==> src/rtl/recv_program_fsm.sv <==
// recv_program_fsm: assembles UART bytes (MSB first) into instruction words and writes them to instruction memory.
// Ports: clk/rst (async, active-low) | i_start begins a load | i_rx_done/i_rx_data carry a received byte
//        o_inst_write_enable/o_inst_address/o_inst_data drive the memory write port
//        o_busy is high outside IDLE | o_done/o_error are one-cycle completion pulses
//        o_error_code (0 none, 1 timeout, 2 memory full) and o_inst_count are held until the next accepted start
module recv_program_fsm #(
  parameter int UART_BITS = 8,
  parameter int INSTRUCTION_BITS = 32,
  parameter int INST_ADDRS_BITS = 8,
  parameter logic [INSTRUCTION_BITS-1:0] HALT_INSTRUCTION = 32'hFFFF_FFFF,
  parameter int TIMEOUT_BITS = 24,
  parameter logic [TIMEOUT_BITS-1:0] TIMEOUT_CYCLES = 24'd10_000_000
) (
  input  logic                       clk,
  input  logic                       rst,
  input  logic                       i_start,
  input  logic                       i_rx_done,
  input  logic [UART_BITS-1:0]       i_rx_data,
  output logic                       o_inst_write_enable,
  output logic [INST_ADDRS_BITS-1:0] o_inst_address,
  output logic [INSTRUCTION_BITS-1:0] o_inst_data,
  output logic                       o_busy,
  output logic                       o_done,
  output logic                       o_error,
  output logic [1:0]                 o_error_code,
  output logic [INST_ADDRS_BITS:0]   o_inst_count
);
  localparam int NBYTES = INSTRUCTION_BITS / UART_BITS;
  localparam int BW = $clog2(NBYTES) + 1;
  localparam int CW = INST_ADDRS_BITS + 1;
  localparam logic [BW-1:0] LAST_BYTE = BW'(NBYTES - 1);
  localparam logic [TIMEOUT_BITS-1:0] TMO_LAST = TIMEOUT_CYCLES - TIMEOUT_BITS'(1);

  typedef enum logic [2:0] {IDLE, WAIT_BYTE, WRITE_INST, FINISH, ERROR} state_t;

  state_t                      state_q, state_d;
  logic [INST_ADDRS_BITS-1:0]  addr_q, addr_d;
  logic [BW-1:0]               bcnt_q, bcnt_d;
  logic [INSTRUCTION_BITS-1:0] word_q, word_d;
  logic [TIMEOUT_BITS-1:0]     tmo_q, tmo_d;
  logic [1:0]                  code_q, code_d;
  logic [CW-1:0]               cnt_q, cnt_d;

  always_ff @(posedge clk or negedge rst) begin
    if (!rst) begin
      state_q <= IDLE;
      addr_q  <= '0;
      bcnt_q  <= '0;
      word_q  <= '0;
      tmo_q   <= '0;
      code_q  <= '0;
      cnt_q   <= '0;
    end else begin
      state_q <= state_d;
      addr_q  <= addr_d;
      bcnt_q  <= bcnt_d;
      word_q  <= word_d;
      tmo_q   <= tmo_d;
      code_q  <= code_d;
      cnt_q   <= cnt_d;
    end
  end

  always_comb begin
    state_d = state_q;
    addr_d  = addr_q;
    bcnt_d  = bcnt_q;
    word_d  = word_q;
    tmo_d   = tmo_q;
    code_d  = code_q;
    cnt_d   = cnt_q;
    case (state_q)
      IDLE: if (i_start) begin
        addr_d  = '0;
        bcnt_d  = '0;
        word_d  = '0;
        tmo_d   = '0;
        code_d  = '0;
        cnt_d   = '0;
        state_d = WAIT_BYTE;
      end
      WAIT_BYTE: if (i_rx_done) begin
        word_d  = {word_q[INSTRUCTION_BITS-UART_BITS-1:0], i_rx_data};
        bcnt_d  = bcnt_q + BW'(1);
        tmo_d   = '0;
        state_d = bcnt_q == LAST_BYTE ? WRITE_INST : WAIT_BYTE;
      end else begin
        tmo_d = tmo_q + TIMEOUT_BITS'(1);
        if (TIMEOUT_CYCLES != '0 && tmo_q == TMO_LAST) begin
          // addr_q equals the number of words already written
          cnt_d   = {1'b0, addr_q};
          code_d  = 2'd1;
          state_d = ERROR;
        end
      end
      WRITE_INST: if (word_q == HALT_INSTRUCTION) begin
        cnt_d   = {1'b0, addr_q} + CW'(1);
        state_d = FINISH;
      end else if (&addr_q) begin
        cnt_d   = {1'b0, addr_q} + CW'(1);
        code_d  = 2'd2;
        state_d = ERROR;
      end else begin
        addr_d  = addr_q + INST_ADDRS_BITS'(1);
        bcnt_d  = '0;
        tmo_d   = '0;
        state_d = WAIT_BYTE;
      end
      default: state_d = IDLE;
    endcase
  end

  assign o_busy              = state_q != IDLE;
  assign o_inst_write_enable = state_q == WRITE_INST;
  assign o_inst_address      = o_inst_write_enable ? addr_q : '0;
  assign o_inst_data         = o_inst_write_enable ? word_q : '0;
  assign o_done              = state_q == FINISH;
  assign o_error             = state_q == ERROR;
  assign o_error_code        = code_q;
  assign o_inst_count        = cnt_q;
endmodule

==> config.mk <==
export PLATFORM = sky130hd
export DESIGN_NAME = recv_program_fsm
export DESIGN_NICKNAME = d
export VERILOG_FILES = /design/src/rtl/recv_program_fsm.sv
export SDC_FILE = /design/constraint.sdc
export NUM_CORES = 1
export LEC_CHECK = 0
export ABC_AREA = 1
export BUFFER_PORTS_ARGS = -buffer_cell sky130_fd_sc_hd__buf_2
export CAP_MARGIN = 40
export CORE_MARGIN = 1
export CORE_UTILIZATION = 38
export CTS_CLUSTER_SIZE = 8
export DETAILED_ROUTE_END_ITERATION = 10
export SYNTH_ARGS = -nofsm -noshare
export SYNTH_HDL_FRONTEND = slang
export SYNTH_SLANG_ARGS = --single-unit
==> constraint.sdc <==
create_clock -name clk -period 5 [get_ports clk]
set_input_delay 1 -clock clk [delete_from_list [all_inputs] [get_ports clk]]
set_output_delay 1 -clock clk [all_outputs]
set_load 0.005 [all_outputs]
==> impl_metrics.toml <==
[timing]
worstMarginPinSlew_ps = 746
min_period_ps = 2930
finalSetupViolCount = 0
max_freq_mhz = 342
hold_violations = 0
finalWorstSetupSlack_ps = 2070
rsz0062_at_grt = "false"
relSlewSlack_pct = 50.1
finClkSkew_ps = 10.8
fin_setup_tns_ps = 0
min_period_over_period_pct = 58.5
maxSlewViolCount = 0

[cts]
cts_buffers = 9
cts_hold_buf = 0
root_buffer = "clkbuf_16"
h-tree-depth = 3
cts_tree = "done"
clk_latency_ps = 350
cts.sinks = 81
clockBufferDepth = 2
clk_pin_slew_worst_paths_ps = 70
cts_setup_buffers = 0
cts.repair.resized = 0

[yosys]
yosysWarnings = 0
syn_area_um2 = 4630
synth_most_common_cell = "nand2_1"
synth_top_area_share_pct = 43.7
synthFlopType = "dfrtp_1"
syn_area_per_cell_um2 = 7.17
syn_nets = 662
yosys.area.top_type = "dfrtp_1"
ys_seq_elements = 81
yosys.cell_types.count = 31
synth-edff-count = 0
synthTopCellsByCount = "nand2_1, nor2_1, dfrtp_1, inv_1, nand3_1"
synthArstFlopShare_pct = 100
synth_cells = 646
ys_seq_area_share_pct = 43.7
yosys-top-cells-area = "dfrtp_1, nand2_1, nor2_1"

[cells_and_area]
diodes = 0
final_cell_area_um2 = 5350
drive_gt1_share_pct = 15.6
area_growth_syn_to_layout_pct = 15.4
multi_input_area_um2 = 2150
nets = 722
fillers = 1190
seq_area_um2 = 2030

[worst_setup_path]
cpMaxStageDelayCell = "dfrtp_1"
cp_max_fo = 45
crit_chain = "nor2_2 -> inv_2 -> nor2_8 -> inv_2 -> nor2_1 -> buf_2"
cp.arrival_ps = 1930
critPathTopFamily = "simple AND/OR/NAND/NOR gates"
critPathMostFrequentCell = "inv_2"
cp.required_ps = 4000
critPathCaptureType = "output port"
crit_path_start_kind = "register"
max_stage_delay_ps = 420
path_buf_inv = 3
worstSetupPathType = "register to output port"

[floorplanning]
ios = 67
core_um2 = 11700
die_y_um = 112
core.rowCount = 39
start_util_pct = 39.7
fp.dieArea_um2 = 12600
die_w_um = 112

[grt]
grt-ovfl-total = 0
grt_max_degree = 49
grt_pass1_vias = 3981
antenna_found_initial = 0
track_usage_pct = 20.0
grt_pass1_wl_um = 19800

[drt]
postRouteAntennaNets = 0
routed_wl_um = 11900
drc = 0
via_per_inst = 4.99
drtPass1Iterations = 7
vias = 4261
wl_per_cell_um = 13.9
dr.first_iter.drc_count = 266

[hold_path]
hp-class = "register to register"

[flow_run]
cap_violations = 0

[run_status]
status = "finished clean"

[placement]
port_buffers = 66
place_area_um2 = 5050
routabilityCongestion = 0.902
hpwl_um = 8630
pre_cts_ws_ps = 2450

[power]
peakVddDrop_uv = 178
total_leakage_power_uw = 0.00259
p_per_area_nw_per_um2 = 395
-- cell families after synthesis --
kind of cell / synth area share (%)
DFF: 43.7
buffers and inverters: 9.78
adders and majority gates: 1.08
and+or+nand+nor: 35.8
xor gates and xnor gates: 1.13
AOI/OAI and AO/OA: 8.45
-- flip-flops by register name, indices dropped and copies added, names as in the netlist --
signal,count
o_error_code,2
word_q,32
bcnt_q,3
addr_q,8
state_q,3
o_inst_count,9
tmo_q,24
-- area by class of cell --
cell class	instances	share of cell area, %
clock inverter	5	1.17
multi-input combinational	459	40.3
inverter	87	6.11
timing repair buffer	68	6.88
sequential	81	37.9
clock buffer	11	4.35
tap	143	3.35
-- stage by stage --
| step | power, µW | utilization [%] | hold slack [ps] | std cells |
|---|---|---|---|---|
| after floorplan | 1330 | - | 442 | 646 |
| after global placement | 1430 | 43.0 | 453 | 836 |
| after detailed placement | 1460 | 43.3 | 456 | 838 |
| after CTS | 2130 | 45.9 | 471 | 854 |
| after global routing | 2240 | 45.9 | 512 | 854 |
| final | 2110 | 45.9 | 466 | 854 |
-- worst reg2reg max path, delay by kind of cell (launching register included) --
kind | cells | cell delay [ps]
and+or+nand+nor | 5 | 1080
buffers and inverters | 2 | 450
DFF | 1 | 420
AOI/OAI and AO/OA | 1 | 140
-- per-layer routing --
metal | part of all wire [%] | vias up | global-route usage [%]
met5 | 0 | - | 0
met4 | 1.3 | 0 | 6.76
li1 | - | 2161 | -
met3 | 4.4 | 12 | 4.59
met1 | 49 | 1990 | 27.9
met2 | 45 | 98 | 30.7
-- worst paths after layout --
path                                                  start                          end  slack (ps)  cells after the start
worst max-delay path                 state_q[2]$_DFFE_PN0P_              o_inst_data[14]        2070                      6
max in group asynchronous                               rst        tmo_q[21]$_DFFE_PN0P_        3740                      2
min in group asynchronous                               rst  o_inst_count[0]$_DFFE_PN0P_         650                      1
worst max register to register       state_q[2]$_DFFE_PN0P_  o_inst_count[6]$_DFFE_PN0P_        2790                      8
worst min-delay path            o_inst_count[8]$_DFFE_PN0P_  o_inst_count[8]$_DFFE_PN0P_         470                      2
worst min register to register  o_inst_count[8]$_DFFE_PN0P_  o_inst_count[8]$_DFFE_PN0P_         470                      2
-- report_power, final --
part	switching [µW]	internal (µW)	leakage, µW
logic	472	157	0.00133
registers	60.7	752	0.00112
clock network	281	391	0.000137
-- layout by cell type (no fill, tap or decap), drive strengths merged, types with 6 or more instances in the layout --
master  count
nand2     192
nor2      109
inv        88
dfrtp      81
buf        68
nand3      43
o21ai      36
o22ai      25
nand4      17
clkbuf     11
or2         8
nand3b      6
No activity file was read; power rests on OpenSTA's default activity.
